**src/rtl/arith_lab_pkg.sv**
```systemverilog
// arith_lab_pkg: shared types and defaults for the arithmetic lab datapath
package arith_lab_pkg;

    localparam int WIDTH_DEF = 4;

    typedef enum logic [2:0] {
        IDLE,
        FIRST,
        NEXT,
        CMP_MIN,
        CMP_MAX,
        DONE
    } mm_state_t;

endpackage

```
**src/rtl/mag_comp.sv**
```systemverilog
// mag_comp: combinational unsigned magnitude comparator
module mag_comp #(
    parameter int WIDTH = 4
) (
    input  logic [WIDTH-1:0] a,
    input  logic [WIDTH-1:0] b,
    output logic             altb,
    output logic             agtb,
    output logic             aeqb
);

    assign altb = a < b;
    assign agtb = a > b;
    assign aeqb = a == b;

endmodule

```
**src/rtl/minmax_tracker.sv**
```systemverilog
// minmax_tracker: frame min/max finder sharing one comparator between both searches
module minmax_tracker
    import arith_lab_pkg::*;
#(
    parameter int WIDTH = WIDTH_DEF,
    parameter int LEN = 8,
    localparam int IW = $clog2(LEN)
) (
    input  logic             clk,
    input  logic             rst_n,
    input  logic             start,
    input  logic             in_valid,
    input  logic [WIDTH-1:0] in_data,
    output logic             in_ready,
    output logic             busy,
    output logic             done,
    output logic [WIDTH-1:0] min_out,
    output logic [WIDTH-1:0] max_out,
    output logic [IW-1:0]    min_idx,
    output logic [IW-1:0]    max_idx
);

    mm_state_t        state, state_n;
    logic [WIDTH-1:0] hold;
    logic [IW-1:0]    cnt;
    logic [WIDTH-1:0] comp_b;
    logic             altb, agtb, aeqb;
    logic             upd;
    logic             last;

    assign comp_b = (state == CMP_MAX) ? max_out : min_out;
    assign last   = cnt == IW'(LEN - 1);
    // strict compare only: a tie never replaces the earlier index
    assign upd    = ((state == CMP_MIN) ? altb : agtb) && !aeqb;

    assign in_ready = (state == FIRST) || (state == NEXT);
    assign busy     = state != IDLE;
    assign done     = state == DONE;

    mag_comp #(.WIDTH(WIDTH)) u_comp (
        .a    (hold),
        .b    (comp_b),
        .altb (altb),
        .agtb (agtb),
        .aeqb (aeqb)
    );

    // state register
    always_ff @(posedge clk or negedge rst_n) begin
        if (!rst_n)
            state <= IDLE;
        else
            state <= state_n;
    end

    // next-state decode
    always_comb begin
        state_n = state;
        case (state)
            IDLE:    state_n = start ? FIRST : IDLE;
            FIRST:   state_n = in_valid ? NEXT : FIRST;
            NEXT:    state_n = in_valid ? CMP_MIN : NEXT;
            CMP_MIN: state_n = CMP_MAX;
            CMP_MAX: state_n = last ? DONE : NEXT;
            DONE:    state_n = IDLE;
            default: state_n = IDLE;
        endcase
    end

    // sample capture, result registers and sample counter
    always_ff @(posedge clk or negedge rst_n) begin
        if (!rst_n) begin
            min_out <= '0;
            max_out <= '0;
            min_idx <= '0;
            max_idx <= '0;
            hold    <= '0;
            cnt     <= '0;
        end else begin
            if (state == FIRST && in_valid) begin
                min_out <= in_data;
                max_out <= in_data;
                min_idx <= '0;
                max_idx <= '0;
                cnt     <= IW'(1);
            end
            if (state == NEXT && in_valid)
                hold <= in_data;
            if (state == CMP_MIN && upd) begin
                min_out <= hold;
                min_idx <= cnt;
            end
            if (state == CMP_MAX) begin
                if (upd) begin
                    max_out <= hold;
                    max_idx <= cnt;
                end
                if (!last)
                    cnt <= cnt + 1'b1;
            end
        end
    end

endmodule

```
**config.mk**
```make
export PLATFORM = sky130hd
export DESIGN_NAME = minmax_tracker
export DESIGN_NICKNAME = d
export VERILOG_FILES = /design/src/rtl/arith_lab_pkg.sv /design/src/rtl/mag_comp.sv /design/src/rtl/minmax_tracker.sv
export SDC_FILE = /design/constraint.sdc
export NUM_CORES = 1
export LEC_CHECK = 0
export ABC_AREA = 1
export BUFFER_PORTS_ARGS = -buffer_cell sky130_fd_sc_hd__buf_2
export CAP_MARGIN = 10
export CORE_AREA = 2 2 59 61
export DETAILED_ROUTE_END_ITERATION = 12
export DIE_AREA = 0 0 61 63
export HOLD_SLACK_MARGIN = 0.03
export PLACE_DENSITY = 0.61
export SETUP_SLACK_MARGIN = 0.4
export SLEW_MARGIN = 20
export SYNTH_ARGS = -nofsm -noshare
export SYNTH_HDL_FRONTEND = slang
export SYNTH_HIERARCHICAL = 1
export SYNTH_SLANG_ARGS = --single-unit
export TNS_END_PERCENT = 100
```
**constraint.sdc**
```tcl
create_clock -name clk -period 7 [get_ports clk]
set_clock_uncertainty 0.15 [all_clocks]
set_input_delay 0.35 -clock clk [delete_from_list [all_inputs] [get_ports clk]]
set_output_delay 0.35 -clock clk [all_outputs]
set_load 0.02 [all_outputs]
```
==> key figures <==
Outcome
  – Outcome: completed

Pwr
  – Lkg Pwr: around 0.92 nW
  – P per Cell Area: about 460 mW/mm²
  – VDD IR-drop max: 0.194 mV

Timing
  – Final hold violation count: 0
  – Worst-Margin Slew: about 0.53 ns
  – Final period util: a little under two fifths
  – Setup TNS: 0 ns
  – Unrepaired setup endpoints after global routing: false
  – Fin. max-slew vios: 0
  – Rel. slew slack: between 60% and 70%
  – Fmax achieved: between 0.3 and 0.4 GHz
  – Setup violators final: 0
  – Period minus WS final: between 2 and 3 ns

Clock tree
  – Clk buf depth: 2
  – CTS clock-pin slew for the worst setup and hold paths: roughly 0.13 ns
  – Clk root buf: clkbuf_4
  – CTS Buf Count: 3
  – H-tree levels: 1
  – Worst-Skew Late Latency: 0.31 ns
  – Post-CTS setup repair buffer count: 0
  – Clock tree from TritonCTS: yes
  – Sink Count: 24

Finish
  – Ant diodes: 0
  – Highest-count cells in the layout ignoring fill and taps: nand2_1, dfrtp_1, buf_2
  – Area delta synth->final: 15.3%
  – Share of layout cells above drive strength 1: 23.8%
  – Commonest non-fill, non-tap cell in the layout: nand2_1
  – Final net count: about 220
  – Finished Cell Area: about 0.0016 mm²

Setup path
  – Reg2reg setup slack: between 4 and 5 ns
  – Worst path required time: ~7.1 ns
  – Crit Path Class: flip-flop to flip-flop
  – Startpoint Class: flip-flop
  – Max FO, Critical Path: 12
  – Critical path arrival: around 2.7 ns
  – CP Capture Type: flip-flop

Synth
  – Seq/Total Area, Yosys: 44.0%
  – Async S/R FF share, synth: 100%
  – Synth area leaders: dfrtp_1, nand2_1, ha_1
  – Synth cell types: 25
  – Post-synth EDFFs: 0
  – Syn nets: approximately 190
  – Synth Flop Type: dfrtp_1
  – Syn Inst Count: roughly 180
  – Area leader, netlist: dfrtp_1
  – Ys Warns: 6
  – Mapped Area: approximately 0.0014 mm²
  – Mean Syn Cell Area: just under 8 µm²
  – Flops & latches, synth: 24
  – Yosys top cell area share: between 40% and 50%

Routing
  – Avg Vias per Cell: 4.84
  – Wl on met1: 1270 µm
  – Wire length on met2: 1620 µm
  – Met3 wire length: about 62 µm
  – Drt total wl: 2970 µm
  – Vias: 1200
  – Drt pass-1 iters: 4
  – Residual DRC: 0
  – Initial DRC count: a little under 60
  – Average routed wire per standard cell: between 10 and 15 µm
  – DR top layer: met4
  – Antenna-violating nets left: 0

Placement
  – Routability Congestion: just over 0.8
  – Post-DP HPWL: 2410 µm
  – Area of placed instances: ~0.0015 mm²
  – Port Buffer Count: 24

Global routing
  – GRT Util Overall: around 18%
  – Largest net degree at the start of global routing: 25
  – GRT overflow: 0
  – Initial antenna violation count: 0
  – Global-route wire length before repair: 5240 µm
  – Vias in the first global route: between 1000 and 1500

Floorplan
  – Core Area: 0.00323 mm²
  – Width of the die: 61 µm
  – Total I/O pin count: 25
  – Effective utilization at floorplan: between 40% and 50%
  – Row Count: 21
  – Die Y: 63 µm
  – Die footprint: about 0.0038 mm²

Min path
  – Worst min path class: input pin to flip-flop

Job
  – Max_cap viols: 0
## worst paths after layout
| path | startpoint | endpoint | cells past startpoint |
|---|---|---|---|
| max in group asynchronous | rst_n | state[1] | 2 |
| min in group asynchronous | rst_n | min_out[3] | 2 |
| min reg2reg | min_idx[0] | min_idx[0] | 2 |
| max reg2reg | state[1] | min_idx[1] | 14 |
| min | in_data[3] | hold[3] | 3 |
| max | state[1] | min_idx[1] | 14 |
## routing by layer
layer,track usage (%),up-vias
met3,2.90,4
met4,4.89,0
met5,0,-
li1,-,611
met1,22.0,573
met2,31.2,12
## final cells by class
type,count,area (µm²)
timing repair buffer,25,130
sequential,24,601
clock buffer,4,36.3
tap,46,57.6
multi-input combinational,128,664
inverter,21,83.8
fill,327,1660
## cells in the mapped netlist (2+ instances only)
library cell	count
o21ai_1	5
nand2_4	2
inv_1	18
nor2_1	14
nand4_1	5
a21oi_1	2
inv_2	2
dfrtp_1	24
nand3_2	2
o21ai_2	5
nor2_2	2
nor2_4	2
nand3_1	10
nand2_1	66
ha_1	6
## critical path, stage by stage (launching register included)
cell and delay, ns:
dfrtp_1 0.48, nor2_2 0.23, nand2_4 0.11, clkinv_4 0.10, nand2_1 0.06, nand2_1 0.06
inv_1 0.04, ha_1 0.28, a21oi_1 0.22, and2_1 0.20, nand3_2 0.26, nand2_1 0.16
inv_2 0.08, nand2_1 0.07, o21ai_2 0.05
## stage by stage
step / power [mW] / setup WS, ns / utilization (%) / hold WS, ns / std cells
floorplan: 0.553 / 4.69 / - / -0.0956 / 175
global placement: 0.651 / 4.47 / 47.2 / 0.208 / 243
detailed placement: 0.663 / 4.36 / 47.2 / 0.216 / 243
CTS: 0.735 / 4.35 / 48.7 / 0.124 / 248
global route: 0.807 / 4.02 / 48.7 / 0.131 / 248
finish: 0.728 / 4.35 / 48.7 / 0.134 / 248
## power breakdown
part | internal, mW | switching [mW]
Clock | 0.0318 | 0.0406
Sequential | 0.198 | 0.0612
Combinational | 0.136 | 0.260
## registers in the layout (all words and copies together) (netlist names)
register  count
hold          4
max_out       4
min_out       4
cnt           3
max_idx       3
min_idx       3
state         3
## logic make-up after synthesis
group	count (synthesis)	synth area share, %
and+or+nand+nor	109	37.1
DFF	24	44.0
buffers and inverters	23	7.25
AOI/OAI and AO/OA	13	6.15
adders and majority gates	6	5.50
## what timing repair did
item	in CTS	in global routing
resized for setup	0	0
hold endpoints to repair	24	0
hold buffers	1	0
No activity file was read; power rests on OpenSTA's default activity.
